$ cat src/rtl/mul_pkg.sv
// Shared width constants, operand/product types and a reference multiply for the multiplier block.
// The reference uses repeated addition so it stays independent of the shift-and-add array.
package mul_pkg;

   localparam int MUL_N = 4;

   typedef logic [MUL_N-1:0]   operand_t;
   typedef logic [2*MUL_N-1:0] product_t;

   function automatic product_t ref_mul(input operand_t a, input operand_t b);
      product_t r;
      r = '0;
      for (int i = 0; i < (1 << MUL_N); i++) begin
         if (i < int'(b)) r = r + product_t'(a);
      end
      return r;
   endfunction

endpackage

$ cat src/rtl/mul_add_row.sv
// One multiplier array row: sum = acc + ((b_bit ? a : 0) << SHIFT), combinational ripple carry.
// Latency 0; no flow control. The final carry-out is never needed because the product cannot overflow 2N bits.
module mul_add_row
   import mul_pkg::*;
#(
   parameter int N     = MUL_N,
   parameter int SHIFT = 1
) (
   input  logic [2*N-1:0] acc,
   input  logic [N-1:0]   a,
   input  logic           b_bit,
   output logic [2*N-1:0] sum
);

   localparam int W = 2 * N;

   logic [W-1:0] pp;
   logic [W-1:0] carry;

   assign pp       = {{N{1'b0}}, a & {N{b_bit}}} << SHIFT;
   assign carry[0] = 1'b0;

   for (genvar i = 0; i < W; i++) begin : g_bit
      assign sum[i] = acc[i] ^ pp[i] ^ carry[i];
      if (i < W - 1) begin : g_carry
         assign carry[i+1] = (acc[i] & pp[i]) | (carry[i] & (acc[i] ^ pp[i]));
      end
   end

endmodule

$ cat src/rtl/mul_unit.sv
// Unsigned N x N multiplier: combinational 2N-bit product Y plus a 1-cycle registered copy Y_q/out_valid.
// No backpressure: a product is captured on every edge where in_valid is high; Y_q holds otherwise.
module mul_unit
   import mul_pkg::*;
#(
   parameter int N = MUL_N
) (
   output logic [2*N-1:0] Y,
   input  logic [N-1:0]   A,
   input  logic [N-1:0]   B,
   input  logic           CLK,
   input  logic           n_Reset,
   input  logic           in_valid,
   output logic [2*N-1:0] Y_q,
   output logic           out_valid
);

   // row_sum[i] is the running sum of partial products 0..i
   logic [2*N-1:0] row_sum [N];

   assign row_sum[0] = {{N{1'b0}}, A & {N{B[0]}}};

   for (genvar i = 1; i < N; i++) begin : g_row
      mul_add_row #(
         .N     (N),
         .SHIFT (i)
      ) u_row (
         .acc   (row_sum[i-1]),
         .a     (A),
         .b_bit (B[i]),
         .sum   (row_sum[i])
      );
   end

   assign Y = row_sum[N-1];

   always_ff @(posedge CLK or negedge n_Reset) begin
      if (!n_Reset) begin
         Y_q       <= '0;
         out_valid <= 1'b0;
      end else begin
         out_valid <= in_valid;
         if (in_valid) Y_q <= Y;
      end
   end

endmodule

$ cat config.mk
export PLATFORM = sky130hd
export DESIGN_NAME = mul_unit
export DESIGN_NICKNAME = d
export VERILOG_FILES = /design/src/rtl/mul_pkg.sv /design/src/rtl/mul_add_row.sv /design/src/rtl/mul_unit.sv
export SDC_FILE = /design/constraint.sdc
export NUM_CORES = 1
export LEC_CHECK = 0
export CAP_MARGIN = 10
export CORE_MARGIN = 5
export CORE_UTILIZATION = 34
export CTS_CLUSTER_DIAMETER = 80
export DETAILED_ROUTE_END_ITERATION = 12
export MAX_ROUTING_LAYER = met4
export PLACE_DENSITY_LB_ADDON = 0.2
export RECOVER_POWER = 50
export SYNTH_ARGS = -nofsm -noshare
export SYNTH_HDL_FRONTEND = slang
export SYNTH_SLANG_ARGS = --single-unit
$ cat constraint.sdc
create_clock -name CLK -period 15.9 [get_ports CLK]
set_clock_uncertainty 0.15 [all_clocks]
set_input_delay 3.18 -clock CLK [delete_from_list [all_inputs] [get_ports CLK]]
set_output_delay 3.18 -clock CLK [all_outputs]
set_load 0.1 [all_outputs]
== Yosys cells after proc, flatten, opt, wreduce, memory -nomap -nowiden ==
Index checks and enable logic that the tools add are counted.
Operators by class
  bitwise logic cells: 52
Operator list (number)
  bitwise AND 1 bit: 20
  XOR 1 bit: 20
  bitwise AND 4 bit: 4
  OR 1 bit: 8
Storage, ports and cells
  flip-flop bits (word level): 9

== Logic depth before layout (Yosys ltp) ==
Gate-level depths: netlist of the first run.
  depth after elaboration: 16
  gate-level depth with buffers: 14

== Modules after synthesis ==
From an unflattened synthesis of the first run, not the netlist that was laid out.
Unflattened totals
  cell total of the unflattened synthesis: 74
  area, all modules: 833.3 um^2
By module, submodules not included
  mul_unit: cells each 23, area an instance 385.4 um^2, times used 1, seq. area each 225.2 um^2
  mul_add_row at g_row[1].u_row: cells each 16, area an instance 151.4 um^2, times used 1, seq. area each 0.0 um^2
  mul_add_row at g_row[3].u_row: cells each 19, area an instance 150.1 um^2, times used 1, seq. area each 0.0 um^2
  mul_add_row at g_row[2].u_row: cells each 16, area an instance 146.4 um^2, times used 1, seq. area each 0.0 um^2

== Worst setup path before layout of the first run ==
No wires, ideal clock.
  path type: input -> output
  start: in B[0]
  end: out Y[6]
  data required time: 12.570 ns
  path slack: 5.408 ns
  stages on the path: 13
  arrival time: 7.162 ns
  cells stage by stage: and2_2 > ha_1 > inv_1 > fa_1 > fa_1 > inv_1 > fa_1 > fa_1 > fa_1 > inv_1 > fa_1 > fa_1 > inv_1
On the way
  word-level cells in the longest chain between the ends: 15
  elaborated cells between the ends (all ways): 41
Ends and longest elaborated chain
  from (decl): RTL line mul_unit.sv:10  | input logic [N-1:0] B,
  bitwise AND 4 bit *: RTL line mul_unit.sv:21  | assign row_sum[0] = {{N{1'b0}}, A & {N{B[0]}}};
  bitwise AND 1 bit / XOR 1 bit (equally long branches): RTL line mul_add_row.sv:26, mul_add_row.sv:24
  bitwise AND 1 bit: RTL line mul_add_row.sv:26  | assign carry[i+1] = (acc[i] & pp[i]) | (carry[i] & (acc[i] ^ pp[i]));
  OR 1 bit: RTL line mul_add_row.sv:26
  bitwise AND 1 bit / XOR 1 bit (equally long branches): RTL line mul_add_row.sv:26, mul_add_row.sv:24
  OR 1 bit / XOR 1 bit (equally long branches): RTL line mul_add_row.sv:26, mul_add_row.sv:24
  XOR 1 bit / bitwise AND 1 bit (equally long branches): RTL line mul_add_row.sv:24, mul_add_row.sv:26
  XOR 1 bit / OR 1 bit (equally long branches): RTL line mul_add_row.sv:24, mul_add_row.sv:26
  XOR 1 bit / bitwise AND 1 bit (equally long branches): RTL line mul_add_row.sv:24, mul_add_row.sv:26
  XOR 1 bit / OR 1 bit (equally long branches): RTL line mul_add_row.sv:26
  bitwise AND 1 bit / XOR 1 bit (equally long branches): RTL line mul_add_row.sv:26, mul_add_row.sv:24
  OR 1 bit / XOR 1 bit (equally long branches): RTL line mul_add_row.sv:26
  bitwise AND 1 bit: RTL line mul_add_row.sv:26
  OR 1 bit: RTL line mul_add_row.sv:26
  XOR 1 bit *: RTL line mul_add_row.sv:24  | assign sum[i] = acc[i] ^ pp[i] ^ carry[i];
  to (decl): RTL line mul_unit.sv:8  | output logic [2*N-1:0] Y,
Every way passes the cells marked *; elsewhere a longest branch is shown, timed or not.

== Final worst setup path of the first run ==
Ends and elaborated chain as after synthesis.

==> impl_metrics.py, run 1 <==
metrics = {
    "synthesis": {
        "synth_area_leaders": "dfrtp_1 32%, fa_1 23%, mux2_4 17%, ha_1 7.2%, inv_1 6.5%",
        "synth_cells": 58,
        "synth_top_area_cell": "dfrtp_1",
        "synth.distinct_cells": 10,
        "ys_seq_area_share_pct": 32.3,
        "avgSynthCellArea_sq_um": 12.0,
        "syn_nets": 81,
        "ys_seq_elements": 9,
        "syn_area_sq_um": 698,
        "synth_top_cell_area_share_pct": 32.3,
        "synth-warning-count": 0,
    },
    "global_route": {
        "grt-busiest-layer": "met2",
        "track_usage_pct": 9.86,
        "antenna_found_initial": 0,
        "grt_overflow_total": 0,
        "grt_max_degree": 10,
        "grt_first_pass_wirelength_um": 2430,
        "met3_usage_pct": 2.80,
        "grt.met1_usage_pct": 11.8,
        "use_met2_pct": 16.0,
        "first_global_vias": 548,
    },
    "clock_tree": {
        "tritoncts": "done",
        "cts_root_buf": "clkbuf_4",
        "cts_sinks": 9,
        "ctsHoldBuffers": 0,
        "clkTransAtPathRegs_ns": 0.06,
        "clock_insertion_delay_worst_skew_ns": 0.25,
        "postCtsResizedCells": 0,
        "htreeDepth": 1,
        "cts_buffers": 3,
        "cts_max_path_buffers": 2,
        "post_cts_buffers": 0,
    },
    "sta": {
        "tightest_slew_ns": 0.984,
        "hold_viol": 0,
        "finalSetupTns_ns": 0,
        "period_share_pct": 74.2,
        "drv_slew": 0,
        "period_needed_ns": 11.80,
        "setup_viol": 0,
        "whs_ns": 0.363,
        "grt_setup_unrepaired": "no",
        "max_slew_margin_pct": 34.2,
        "fmax_ghz": 0.0848,
    },
    "routing": {
        "dr.first_iter.drc_count": 3,
        "drc": 0,
        "firstDrtPassIters": 4,
        "num_vias": 482,
        "drtAntennaViolNets": 0,
        "route.final.wire_length_um": 1310,
        "avgRoutedWirePerCell_um": 11.3,
        "vias_per_cell": 4.19,
    },
    "setup_path": {
        "path_common_cell": "fa_1",
        "cp_data_arrival_time_ns": 8.47,
        "end_kind": "output port",
        "worstPathRequired_ns": 12.57,
        "worst-setup-path-type": "primary input to output port",
        "slowest_delay_ns": 1.13,
        "startpoint_type": "primary input",
        "path_cells": "dlygate4sd3_1, and2_2, ha_1, inv_1, fa_1, fa_1, inv_1, fa_1, fa_1, fa_1, inv_1, fa_1, fa_1, inv_1, clkdlybuf4s50_1",
        "worstPathMaxFanout": 4,
        "cp_slowest_cell": "clkdlybuf4s50_1",
    },
    "finish": {
        "mostFrequentLayoutCells": "19 x clkdlybuf4s50_1, 12 x inv_1, 9 x dfrtp_1, 8 x fa_1, 8 x dlygate4sd3_1",
        "fin_nets": 112,
        "drive_gt1_share_pct": 13.6,
        "nFillCells": 200,
        "final_area_sq_um": 1010,
        "syn_to_final_growth_pct": 45.2,
        "final_common_cell": "clkdlybuf4s50_1",
        "utilization_pct": 51.7,
        "diodes": 0,
    },
    "die": {
        "dieArea_sq_um": 3060,
        "core_sq_um": 1960,
        "fp.dieH_um": 55.3,
        "start_util_pct": 35.6,
        "row_count": 16,
        "ios": 28,
        "die_x_um": 55.3,
    },
    "min_path": {
        "hold_path_class": "flop to flop",
    },
    "power": {
        "p_leak_nw": 0.488,
        "powerDensity_nw_per_um2": 153,
        "ir_worst_vdd_mv": 0.0683,
        "total_power_mw": 0.155,
    },
    "placement": {
        "postPlaceCellArea_sq_um": 991,
        "gp_congestion": 0.745,
        "hpwl_um": 1200,
        "port_buffers": 27,
    },
    "outcome": {
        "status": "completed",
    },
    "flow_run": {
        "cap_viol_max_count": 0,
    },
}
==> registers in the layout, indices dropped and copies added (netlist names) <==
| register | count |
|---|---|
| Y_q | 8 |
| out_valid | 1 |
==> synth_stat cells <==
library cell	number
ha_1	4
and2_4	1
inv_1	12
dfrtp_1	9
fa_1	8
mux2_4	8
nand2_1	7
and2_2	1
and2_1	7
buf_6	1
==> layout make-up <==
cell class | instances | area [sq um] | share of cell area (%)
flip-flops and latches | 9 | 225 | 22.2
repair buffers | 27 | 270 | 26.7
well taps | 27 | 33.8 | 3.33
inverters | 12 | 45.0 | 4.44
clock buffers | 4 | 26.3 | 2.59
multi-input cells | 36 | 413 | 40.7
==> per-layer routing <==
layer | up-vias | share of wire, %
li1 | 236 | -
met1 | 230 | 41
met2 | 16 | 52
met3 | 0 | 6.7
met4 | 0 | 0
met5 | - | 0
==> per-stage QoR <==
stage | worst slack (ns) | cells
floorplan | 5.41 | 58
detailed placement | 4.12 | 111
CTS | 4.13 | 115
global route | 3.92 | 115
global placement | 4.17 | 111
finish | 4.10 | 115
==> worst paths after layout <==
check,from,endpoint,slack [ns],cells after the start
max in group asynchronous,n_Reset,Y_q[5],12.18,1
max reg2reg,Y_q[0],Y_q[0],14.95,1
max,B[0],Y[6],4.10,15
min reg2reg,Y_q[4],Y_q[4],0.36,1
min in group asynchronous,n_Reset,Y_q[1],3.14,1
min,Y_q[4],Y_q[4],0.36,1
==> critical path, delay by kind of cell <==
family	cells	cell delay, ns
simple gates	1	0.16
buf+inv	6	1.96
fa+ha+maj	8	3.18
==> cells by family (layout without fill, tap and decap cells) <==
group                    count (synthesis)  in the layout  synth area share [%]
flip-flops                               9              9                  32.3
AND/OR/NAND/NOR                         16             16                  12.4
adder cells (fa/ha/maj)                 12             12                  30.1
multiplexers                             8              8                  17.2
buffers and inverters                   13             43                  8.06
==> power by group <==
group	total [mW]	switching, mW	internal (mW)
combinational	0.107	0.0809	0.0264
sequential	0.0307	0.00281	0.0279
clock	0.0166	0.00697	0.00961
total	0.155	0.0906	0.0639
(Power assumes the default switching activity.)
==> run 2: changes to the inputs <==
clock period = 12 ns   (was 15.9 ns; I/O delays follow)
==> impl_metrics.py, run 2 (synthesis results as in run 1) <==
metrics = {
    "power": {
        "total_power_mw": 0.204,
        "powerDensity_nw_per_um2": 201,
        "swShare_pct": 58.6,
        "switchingPower_mw": 0.120,
        "power_frac_clock_pct": 10.7,
        "comb_power_share_pct": 69.5,
        "ir_worst_vdd_mv": 0.0937,
        "intPower_mw": 0.0846,
        "p_seq_share_pct": 19.8,
        "p_leak_nw": 0.488,
    },
    "sta": {
        "worst_slack_ns": 1.78,
        "period_needed_ns": 10.22,
        "finalSetupTns_ns": 0,
        "tightest_slew_ns": 0.979,
        "drv_slew": 0,
        "grt_setup_unrepaired": "no",
        "setup_viol": 0,
        "whs_ns": 0.351,
        "hold_viol": 0,
        "period_share_pct": 85.1,
        "max_slew_margin_pct": 34.5,
        "fmax_ghz": 0.0979,
    },
    "clock_tree": {
        "post_cts_buffers": 0,
        "ctsHoldBuffers": 0,
        "cts_buffers": 3,
        "postCtsResizedCells": 0,
        "cts_sinks": 9,
        "cts_root_buf": "clkbuf_4",
        "tritoncts": "done",
        "cts_max_path_buffers": 2,
        "htreeDepth": 1,
        "clock_insertion_delay_worst_skew_ns": 0.25,
        "clkTransAtPathRegs_ns": 0.05,
    },
    "finish": {
        "final_cells": 115,
        "mostFrequentLayoutCells": "19 x clkdlybuf4s50_1, 12 x inv_1, 9 x dfrtp_1, 8 x fa_1, 8 x dlygate4sd3_1",
        "final_common_cell": "clkdlybuf4s50_1",
        "largest_register_ffs": 8,
        "diodes": 0,
        "drive_gt1_share_pct": 13.6,
        "syn_to_final_growth_pct": 45.2,
        "fin_nets": 112,
        "final_area_sq_um": 1010,
        "nFillCells": 199,
        "reg_top3": "Y_q (8), out_valid (1)",
        "utilization_pct": 51.7,
        "top_register": "Y_q",
    },
    "die": {
        "ios": 28,
        "dieArea_sq_um": 3060,
        "die_x_um": 55.3,
        "start_util_pct": 35.6,
        "row_count": 16,
        "fp.dieH_um": 55.3,
        "core_sq_um": 1960,
    },
    "placement": {
        "gp_congestion": 0.739,
        "port_buffers": 27,
        "pre_cts_slack_ns": 1.78,
        "hpwl_um": 1170,
        "placed_cells": 111,
        "postPlaceCellArea_sq_um": 991,
    },
    "setup_path": {
        "startpoint_type": "primary input",
        "crit_family": "adder cells",
        "slowest_delay_ns": 1.13,
        "path_common_cell": "fa_1",
        "critPathBufInv": 6,
        "cp_slowest_cell": "clkdlybuf4s50_1",
        "path_cells": "dlygate4sd3_1, and2_2, ha_1, inv_1, fa_1, fa_1, inv_1, fa_1, fa_1, inv_1, fa_1, fa_1, fa_1, inv_1, clkdlybuf4s50_1",
        "worstPathMaxFanout": 4,
        "end_kind": "output port",
        "worstPathRequired_ns": 9.45,
        "worst-setup-path-type": "primary input to output port",
        "cp_data_arrival_time_ns": 7.67,
    },
    "routing": {
        "drc": 0,
        "drtAntennaViolNets": 0,
        "route.final.wire_length_um": 1260,
        "avgRoutedWirePerCell_um": 11.0,
        "firstDrtPassIters": 2,
        "dr.first_iter.drc_count": 2,
        "num_vias": 478,
        "vias_per_cell": 4.16,
    },
    "flow_run": {
        "cap_viol_max_count": 0,
    },
    "global_route": {
        "antenna_found_initial": 0,
        "first_global_vias": 537,
        "track_usage_pct": 9.72,
        "grt_max_degree": 10,
        "grt_overflow_total": 0,
        "grt_first_pass_wirelength_um": 2340,
    },
    "min_path": {
        "hold_path_class": "flop to flop",
    },
    "outcome": {
        "status": "completed",
    },
}
[run 2: cell counts in the layout (fill, tap and decap cells not counted)]
Identical to the previous run, type by type.
[run 2: final cells by class]
cell class                      count  area (sq um)  share of cell area, %
Tap cell                           27          33.8                   3.33
Inverter                           12          45.0                   4.44
Sequential cell                     9           225                   22.2
Multi-Input combinational cell     36           413                   40.7
Clock buffer                        4          26.3                   2.59
Timing Repair Buffer               27           270                   26.7
[run 2: per-layer routing]
layer	wire, um	part of all wire [%]	global-route usage [%]	vias up
li1	-	-	-	237
met1	527	42	10.5	223
met2	626	50	15.9	16
met3	92	7.3	3.03	2
met4	16	1.3	5.21	0
met5	0	0	-	-
[run 2: final timing paths]
check                      startpoint  endpoint  slack, ns  depth (start not counted)
min in group asynchronous     n_Reset    Y_q[5]       2.35                          1
max in group asynchronous     n_Reset    Y_q[3]       9.08                          1
hold / removal                 Y_q[0]    Y_q[0]       0.35                          1
setup / recovery                 B[0]      Y[6]       1.78                         15
hold reg to reg                Y_q[0]    Y_q[0]       0.35                          1
setup reg to reg               Y_q[7]    Y_q[7]      11.07                          1
[run 2: power by group through the flow]
stage	clock [mW]	sequential (mW)	combinational, mW
after global placement	0	0.0410	0.145
after detailed placement	0	0.0412	0.145
after floorplan	0	0.0894	0.0650
after CTS	0.0224	0.0408	0.146
after global routing	0.0244	0.0412	0.149
final	0.0218	0.0405	0.142
==> run 3: changes to the inputs <==
SKIP_CTS_REPAIR_TIMING = 1   (was not set)
==> results of run 3 <==
No change in the layout: final DEF, timing and power equal those of run 2.
